[config.mk]
export PLATFORM = sky130hd
export DESIGN_NAME = mem_arbiter
export DESIGN_NICKNAME = d
export VERILOG_FILES = /design/src/rtl/mem_arb_pkg.sv /design/src/rtl/mem_arb_rr.sv /design/src/rtl/mem_arbiter.sv
export SDC_FILE = /design/constraint.sdc
export NUM_CORES = 1
export LEC_CHECK = 0
export CORE_ASPECT_RATIO = 1.25
export CORE_MARGIN = 2
export CORE_UTILIZATION = 41
export DETAILED_ROUTE_END_ITERATION = 16
export GPL_TIMING_DRIVEN = 0
export PLACE_DENSITY = 0.8
export SLEW_MARGIN = 20
export SYNTH_ARGS = -nofsm -noshare
export SYNTH_HDL_FRONTEND = slang
export SYNTH_HIERARCHICAL = 1
export SYNTH_SLANG_ARGS = --single-unit
[constraint.sdc]
create_clock -name clk -period 2.35 [get_ports clk]
set_input_delay 0.47 -clock clk [delete_from_list [all_inputs] [get_ports clk]]
set_output_delay 0.47 -clock clk [all_outputs]
set_load 0.005 [all_outputs]
[src/rtl/mem_arb_pkg.sv]
// Shared definitions for the two-master word-memory arbiter.
package mem_arb_pkg;

  localparam int NUM_MASTERS     = 2;
  localparam int TIMEOUT_DEFAULT = 16;

  // One access moves through these phases in order, then returns to IDLE.
  typedef enum logic [1:0] {
    ST_IDLE    = 2'd0,
    ST_SETUP   = 2'd1,
    ST_STROBE  = 2'd2,
    ST_RELEASE = 2'd3
  } state_e;

endpackage

[src/rtl/mem_arb_rr.sv]
// Two-way round-robin picker. The grant index is combinational. The
// last-served pointer advances only when the caller commits a grant.
module mem_arb_rr
  import mem_arb_pkg::*;
(
  input  logic                   clk,
  input  logic                   reset,
  input  logic [NUM_MASTERS-1:0] req,
  input  logic                   update,
  output logic                   grant
);

  logic last_q, last_d;

  // If both masters request, pick the one not served last. A lone requester always wins.
  always_comb begin
    grant  = ~last_q;
    if (req == 2'b01)      grant = 1'b0;
    else if (req == 2'b10) grant = 1'b1;
    last_d = last_q;
    if (update) last_d = grant;
  end

  // On reset, point at master 1 so master 0 wins the first tie.
  always_ff @(posedge clk) begin
    if (reset) last_q <= 1'b1;
    else       last_q <= last_d;
  end

endmodule

[src/rtl/mem_arbiter.sv]
// Arbitrates two masters onto one shared word memory. Each access runs
// IDLE -> SETUP -> STROBE -> RELEASE. Strobes are registered and stay low
// for at least two cycles between accesses.
module mem_arbiter
  import mem_arb_pkg::*;
#(
  parameter int TIMEOUT = TIMEOUT_DEFAULT
) (
  input  logic        clk,
  input  logic        reset,
  input  logic        m0_req,
  input  logic [17:0] m0_addr,
  input  logic [15:0] m0_wdata,
  input  logic        m0_uds,
  input  logic        m0_lds,
  input  logic        m0_rw,
  output logic [15:0] m0_rdata,
  output logic        m0_ack,
  output logic        m0_err,
  input  logic        m1_req,
  input  logic [17:0] m1_addr,
  input  logic [15:0] m1_wdata,
  input  logic        m1_uds,
  input  logic        m1_lds,
  input  logic        m1_rw,
  output logic [15:0] m1_rdata,
  output logic        m1_ack,
  output logic        m1_err,
  output logic [17:0] mem_addr,
  output logic [15:0] mem_wdata,
  output logic        mem_uds,
  output logic        mem_lds,
  output logic        mem_rw,
  input  logic [15:0] mem_rdata,
  input  logic        mem_ack
);

  state_e                             state_q, state_d;
  logic                               gnt_q, gnt_d;
  logic                               uds_l_q, uds_l_d, lds_l_q, lds_l_d;
  logic [7:0]                         cnt_q, cnt_d;
  logic [17:0]                        mem_addr_q, mem_addr_d;
  logic [15:0]                        mem_wdata_q, mem_wdata_d;
  logic                               mem_uds_q, mem_uds_d, mem_lds_q, mem_lds_d;
  logic                               mem_rw_q, mem_rw_d;
  logic [NUM_MASTERS-1:0]             ack_q, ack_d, err_q, err_d;
  logic [NUM_MASTERS-1:0][15:0]       rdata_q, rdata_d;

  logic [NUM_MASTERS-1:0] req;
  logic                   rr_update, rr_gnt;

  assign req       = {m1_req, m0_req};
  assign rr_update = (state_q == ST_IDLE) && (|req);

  mem_arb_rr u_rr (
    .clk    (clk),
    .reset  (reset),
    .req    (req),
    .update (rr_update),
    .grant  (rr_gnt)
  );

  // Next-state and register updates. Completion pulses default low, so each pulse lasts one cycle.
  always_comb begin
    state_d     = state_q;
    gnt_d       = gnt_q;
    uds_l_d     = uds_l_q;
    lds_l_d     = lds_l_q;
    cnt_d       = cnt_q;
    mem_addr_d  = mem_addr_q;
    mem_wdata_d = mem_wdata_q;
    mem_uds_d   = mem_uds_q;
    mem_lds_d   = mem_lds_q;
    mem_rw_d    = mem_rw_q;
    rdata_d     = rdata_q;
    ack_d       = '0;
    err_d       = '0;
    case (state_q)
      ST_IDLE: begin
        if (|req) begin
          gnt_d       = rr_gnt;
          mem_addr_d  = rr_gnt ? m1_addr  : m0_addr;
          mem_wdata_d = rr_gnt ? m1_wdata : m0_wdata;
          mem_rw_d    = rr_gnt ? m1_rw    : m0_rw;
          uds_l_d     = rr_gnt ? m1_uds   : m0_uds;
          lds_l_d     = rr_gnt ? m1_lds   : m0_lds;
          mem_uds_d   = 1'b0;
          mem_lds_d   = 1'b0;
          state_d     = ST_SETUP;
        end
      end
      ST_SETUP: begin
        cnt_d     = '0;
        mem_uds_d = uds_l_q;
        mem_lds_d = lds_l_q;
        state_d   = ST_STROBE;
      end
      ST_STROBE: begin
        if (mem_ack) begin
          if (mem_rw_q) rdata_d[gnt_q] = mem_rdata;
          ack_d[gnt_q] = 1'b1;
          mem_uds_d    = 1'b0;
          mem_lds_d    = 1'b0;
          state_d      = ST_RELEASE;
        end else if (cnt_q == 8'(TIMEOUT - 1)) begin
          err_d[gnt_q] = 1'b1;
          mem_uds_d    = 1'b0;
          mem_lds_d    = 1'b0;
          state_d      = ST_RELEASE;
        end else begin
          cnt_d = cnt_q + 8'd1;
        end
      end
      ST_RELEASE: state_d = ST_IDLE;
      default:    state_d = ST_IDLE;
    endcase
  end

  // State and output registers. A synchronous reset drops the strobes and discards any completion.
  always_ff @(posedge clk) begin
    if (reset) begin
      state_q     <= ST_IDLE;
      gnt_q       <= 1'b0;
      uds_l_q     <= 1'b0;
      lds_l_q     <= 1'b0;
      cnt_q       <= '0;
      mem_addr_q  <= '0;
      mem_wdata_q <= '0;
      mem_uds_q   <= 1'b0;
      mem_lds_q   <= 1'b0;
      mem_rw_q    <= 1'b0;
      rdata_q     <= '0;
      ack_q       <= '0;
      err_q       <= '0;
    end else begin
      state_q     <= state_d;
      gnt_q       <= gnt_d;
      uds_l_q     <= uds_l_d;
      lds_l_q     <= lds_l_d;
      cnt_q       <= cnt_d;
      mem_addr_q  <= mem_addr_d;
      mem_wdata_q <= mem_wdata_d;
      mem_uds_q   <= mem_uds_d;
      mem_lds_q   <= mem_lds_d;
      mem_rw_q    <= mem_rw_d;
      rdata_q     <= rdata_d;
      ack_q       <= ack_d;
      err_q       <= err_d;
    end
  end

  assign mem_addr  = mem_addr_q;
  assign mem_wdata = mem_wdata_q;
  assign mem_uds   = mem_uds_q;
  assign mem_lds   = mem_lds_q;
  assign mem_rw    = mem_rw_q;
  assign m0_rdata  = rdata_q[0];
  assign m1_rdata  = rdata_q[1];
  assign m0_ack    = ack_q[0];
  assign m1_ack    = ack_q[1];
  assign m0_err    = err_q[0];
  assign m1_err    = err_q[1];

endmodule

=== Word-level counts from Yosys, hierarchy flattened ===
Cells that the tools add are included.
Widths: inputs -> output; s select.

* Div/mod/pow operators: 0
* Multiply operators: 0
* Reduce and logical (&&, ||, !) cells: 13
* Equal/unequal tests: 10
* Add/sub/neg operators: 1
* Shifts and indexed selects: 0
* Bitwise operators: 4
* Multiplexer cells: 24
* $lt $le $gt $ge: 2

{| class="wikitable"
|+ Operators by type and width
! operator !! number
|-
| $bwmux 32 || 1
|-
| $mux 16 || 2
|-
| $mux 18 || 1
|-
| $demux 16 s1 || 1
|-
| $mux 8 || 2
|-
| $pmux 8 s2 || 1
|-
| $mux 1 || 9
|-
| $reduce_and 3->1 || 3
|-
| $add 8x1->8 const B || 1
|-
| $eq 8x4->1 const B || 1
|-
| $pmux 2 s4 || 1
|-
| $eq 2x2->1 const B || 3
|-
| $mux 2 || 3
|-
| $pmux 1 s3 || 2
|-
| $eq 2x1->1 const B || 2
|-
| $ne 2x2->1 const B || 2
|-
| $not 1->1 || 4
|-
| $reduce_and 2->1 || 2
|-
| $reduce_or 4->1 || 1
|-
| $ne 3x3->1 const B || 1
|-
| $reduce_bool 3->1 || 1
|-
| $reduce_or 3->1 || 1
|-
| $logic_and 1x1->1 || 2
|-
| $logic_not 2->1 || 1
|-
| other kinds (6) || 6
|}

* ROM bits: 0
* Flip-flop bits (word level): 87
* Latch bits: 0
* Memories: 0
* Logic and storage cells: 69
* RAM bits: 0

=== Depth between registers and ports, before layout ===
* Word-level depth: 5
* Mapped depth: 8
* Mapped depth without buffers: 6

=== Cells and area by module ===
Netlist, hierarchy kept.

{| class="wikitable"
|+ By module, submodules not included
! module !! area each (sq um) !! instances !! sequential area each (sq um) !! cells each
|-
| mem_arbiter || 3548.4 || 1 || 1721.7 || 397
|-
| mem_arb_rr || 60.1 || 1 || 20.0 || 7
|}

=== Worst setup path after synthesis ===
Ideal clock, no wire load.

* Path kind: reg-to-reg
* From: register state_q[0]
* To: register u_rr.last_q
* Setup time: 120 ps
* Path buffers: 2
* Period minus slack after synthesis: 1737 ps
* Slack: 613 ps
* Stages on the path, launching flop included: 8
* Arrival: 1618 ps
* Cells stage by stage: dfxtp_1 inv_1 ha_1 nor2b_1 buf_2 buf_2 nand2_1 a211o_1

* Cells in the longest elaborated chain, start to end: 2

{| class="wikitable"
|+ Ends and longest elaborated chain
! item !! RTL line !! source
|-
| start, declared || mem_arbiter.sv:38 || <nowiki>state_e state_q, state_d;</nowiki>
|-
| start signal, assigned || mem_arbiter.sv:136 || <nowiki>state_q <= state_d;</nowiki>
|-
| $logic_not 2->1 || mem_arbiter.sv:53 || <nowiki>assign rr_update = (state_q == ST_IDLE) && (|req);</nowiki>
|-
| $logic_and 1x1->1 || mem_arbiter.sv:53 ||
|-
| net rr_update || mem_arbiter.sv:50 || <nowiki>logic rr_update, rr_gnt;</nowiki>
|-
| end signal, assigned || mem_arb_rr.sv:27 || <nowiki>else last_q <= last_d;</nowiki>
|-
| end, declared || mem_arb_rr.sv:13 || <nowiki>logic last_q, last_d;</nowiki>
|}

The timed path passes the listed nets, and every way through them passes these cells.
A chain may end at the register's enable or synchronous reset.

=== Worst setup path in the final report ===
* From: input m1_req
* To: register mem_addr_q[15] (netlist: mem_addr[15])

* Cells in the longest elaborated chain, start to end: 4

{| class="wikitable"
|+ Ends and longest elaborated chain
! item !! RTL line !! source
|-
| start, declared || mem_arbiter.sv:20 || <nowiki>input logic m1_req,</nowiki>
|-
| $eq 2x2->1 || mem_arb_rr.sv:19 || <nowiki>else if (req == 2'b10) grant = 1'b1;</nowiki>
|-
| $mux 1 || mem_arb_rr.sv:19 ||
|-
| $mux 1 (*) || mem_arb_rr.sv:18 || <nowiki>if (req == 2'b01) grant = 1'b0;</nowiki>
|-
| net rr_gnt || mem_arbiter.sv:50 ||
|-
| $mux 18 (*) || mem_arbiter.sv:82 || <nowiki>mem_addr_d = rr_gnt ? m1_addr : m0_addr;</nowiki>
|-
| end signal, assigned || mem_arbiter.sv:141 || <nowiki>mem_addr_q <= mem_addr_d;</nowiki>
|-
| end, declared || mem_arbiter.sv:42 || <nowiki>logic [17:0] mem_addr_q, mem_addr_d;</nowiki>
|}

Mark *: on every way through the listed nets, which the timed path passes. The rest lies on a longest branch.

==> results.cfg <==
[synth]
syn_area_mm2 = 0.00361
synth_mux_area_share_pct = 10.8
yosysSeqAreaShare_pct = 48.3
syn_inst = 404
synth_area_leaders = dfxtp_1 (48%), mux2i_1 (11%), a211oi_1 (7.7%)
ys_ff_latch = 87
synthXorXnorAreaFrac_pct = 0.485
yosys.area.top_type = dfxtp_1
synth_compound_area_share_pct = 17.1
ys_types = 33
synth_top_family_by_area = simple AND/OR/NAND/NOR gates
synth_fa_ha_area_share_pct = 2.08
synth-simple-area-share_pct = 17.6
synth_area_per_cell_um2 = 8.93
synth_top_area_share_pct = 48.3
syn-num-nets = 505
yosysWarnings = 6

[timing]
hold_viol_final = 0
tns_ns = 0
timing.final.crit_share_pct = 91.6
fmax_mhz = 465
slew_viol_final = 0
period_needed_ns = 2.15
setup_viol = 0
worst_pin_slew_ns = 0.825
skew_ns = 0.0107
setup_slack_ns = 0.198
slew_headroom_pct = 45.0
rsz0062_at_grt = false

[clocking]
postCtsSetupRepairBufs = 0
cts-hold-fix-buffers = 0
root_buffer = clkbuf_8
cts_made_buffers = 9
cts.sinks = 87
htree_levels = 3
clk-insertion-delay-late_ns = 0.36
clk_path_buf_depth = 2
clkTransAtPathRegs_ns = 0.07
post_cts_resized = 0
cts_tree = done

[detailed_routing]
drt-initial-drc-count = 112
drtAntennaViolNets = 0
drcViolationCount = 0
wl_per_cell_um = 14.6
routed_wl_um = 10300
drt_pass1_iterations = 4
via_count = 3549
avgViaCountPerCell = 5.03

[global_routing]
overflow = 0
grt_pass1_vias = 3582
grt_max_degree = 14
grt_first_pass_wirelength_um = 16200
grt_antenna_before_repair = 0
track_usage_pct = 22.0

[layout]
fin_area_mm2 = 0.00562
final_cells = 706
drive_gt1_share_pct = 5.12
antenna_cells = 0
multi_input_area_mm2 = 0.00173
syn_to_final_growth_pct = 55.7
final_net_count = 683
regArea_mm2 = 0.00174
nFillCells = 752

[place]
dp_hpwl_um = 8040
placedCellCount = 691
dp_slack_ns = -0.232
placed_cell_area_mm2 = 0.00543
place_congestion = 0.808
portBuffers = 167

[run]
cap_violations = 0

[critical_path]
arrival_ns = 2.37
worstPathMaxFanout = 10
cp.required_ns = 2.57
crit_type = in -> reg
start_kind = input pin
worstSetupEndpointType = flip-flop

[pwr]
power_leakage_nw = 2.02
seqPwrFrac_pct = 41.6
power.total_w = 0.00474
power.internal_w = 0.00325
clkPwrFrac_pct = 21.4
powerDensity_mw_per_mm2 = 844
p_sw_w = 0.00149
combPwrFrac_pct = 37.1
ir_drop_mv = 0.490
p_sw_share_pct = 31.5

[die]
dieArea_mm2 = 0.00957
initial_core_util_pct = 41.9
core-area_mm2 = 0.00861
ios = 168
fp.dieW_um = 87.9
core.rowCount = 38
die_y_um = 109

[outcome]
status = finished clean

[worst_hold_path]
min_path_type = reg -> reg
## layout by cell type, fill, tap and decap left out
| master | netlist | routed |
|---|---|---|
| o211ai_1 | 3 | 3 |
| nor3_1 | 4 | 4 |
| clkinv_4 | 0 | 1 |
| o21a_1 | 1 | 1 |
| a21oi_1 | 40 | 40 |
| o21ai_0 | 3 | 3 |
| clkbuf_8 | 0 | 10 |
| o21ba_4 | 1 | 1 |
| buf_1 | 1 | 1 |
| clkdlybuf4s50_1 | 0 | 167 |
| or4_4 | 1 | 1 |
| a21oi_4 | 1 | 1 |
| bufinv_16 | 0 | 1 |
| mux2i_1 | 39 | 39 |
| xnor2_1 | 2 | 2 |
| ha_1 | 6 | 6 |
| clkinv_2 | 0 | 1 |
| nor3_2 | 1 | 1 |
| buf_2 | 10 | 10 |
| inv_1 | 4 | 4 |
| nor4b_1 | 1 | 1 |
| nor2b_1 | 2 | 2 |
| nand3_1 | 6 | 6 |
| nor3b_1 | 1 | 1 |
| a211oi_1 | 37 | 37 |
| a211o_1 | 1 | 1 |
| o21bai_4 | 1 | 1 |
| dfxtp_1 | 87 | 87 |
| clkbuf_1 | 15 | 17 |
| nor2_1 | 47 | 47 |
| o41ai_1 | 3 | 3 |
| nor2b_2 | 1 | 1 |
| a21o_1 | 1 | 1 |
| or3_1 | 1 | 1 |
| buf_4 | 1 | 1 |
| nand2b_1 | 10 | 10 |
| nand4_1 | 4 | 4 |
| nand2_1 | 68 | 68 |
## stage by stage
step / hold slack, ns / util (%)
after floorplan: 0.447 / -
after global placement: 0.443 / 63.1
after detailed placement: 0.448 / 63.1
after CTS: 0.459 / 65.3
after global routing: 0.477 / 65.3
final: 0.454 / 65.3
## power by group through the flow
stage / Sequential, W / Clock (W) / Combinational [W]
detailed placement: 0.00199 / 0 / 0.00176
CTS: 0.00197 / 0.00104 / 0.00177
global placement: 0.00198 / 0 / 0.00174
finish: 0.00197 / 0.00101 / 0.00176
floorplan: 0.00199 / 0 / 0.000819
global route: 0.00201 / 0.00110 / 0.00193
## registers in the layout, summed over array words and instances, names as in the netlist
signal       flops
mem_lds          1
mem_uds          1
uds_l_q          1
err_q            2
cnt_q            8
mem_wdata       16
u_rr/last_q      1
mem_addr        18
m0_rdata        16
gnt_q            1
ack_q            2
mem_rw           1
m1_rdata        16
state_q          2
lds_l_q          1
## cells by family (layout without fill, tap and decap cells)
logic type	Yosys count	after routing
AND/OR/NAND/NOR	147	147
flip-flops	87	87
buffers and inverters	31	213
XOR/XNOR	2	2
multiplexers	39	39
adder cells (fa/ha/maj)	6	6
AO/OA/AOI/OAI	92	92
## final timing paths
path / start / to / slack, ns / depth (start not counted)
setup / recovery: m1_req / mem_addr[15] / 0.20 / 7
hold / removal: m0_rdata[7] / m0_rdata[7] / 0.45 / 2
setup reg to reg: state_q[1] / u_rr/last_q / 0.25 / 7
hold reg to reg: m0_rdata[7] / m0_rdata[7] / 0.45 / 2
## layout make-up
type | instances | area share, %
Buffer | 27 | 2.09
Clock buffer | 12 | 2.58
Clock inverter | 3 | 0.779
Inverter | 4 | 0.267
Multi-Input combinational cell | 286 | 30.9
Sequential cell | 87 | 31.0
Tap cell | 120 | 2.67
Timing Repair Buffer | 167 | 29.7
## critical path, cell delays in order
cell	delay, ns
clkdlybuf4s50_1	0.52
nand2b_1	0.09
a21oi_1	0.18
buf_2	0.32
buf_2	0.38
mux2i_1	0.31
a211oi_1	0.11
## layer usage
layer	global-route usage, %	vias up	share of wire (%)
met5	0	-	0
met2	38.3	146	50
li1	-	1759	-
met3	6.96	24	8.0
met1	23.0	1620	39
met4	12.5	0	2.8
## synth_stat cells
master,instances
nand4_1,4
nor2b_2,1
a21oi_1,40
o21bai_4,1
o41ai_1,3
a211oi_1,37
a211o_1,1
nor3_2,1
buf_1,1
a21o_1,1
nand2_1,68
o21ai_0,3
o21a_1,1
or3_1,1
or4_4,1
nand2b_1,10
buf_4,1
o21ba_4,1
nor4b_1,1
inv_1,4
nor2b_1,2
nor3_1,4
ha_1,6
dfxtp_1,87
nor2_1,47
o211ai_1,3
mux2i_1,39
a21oi_4,1
xnor2_1,2
clkbuf_1,15
nand3_1,6
buf_2,10
nor3b_1,1
Power figures use the tool's default switching activity.
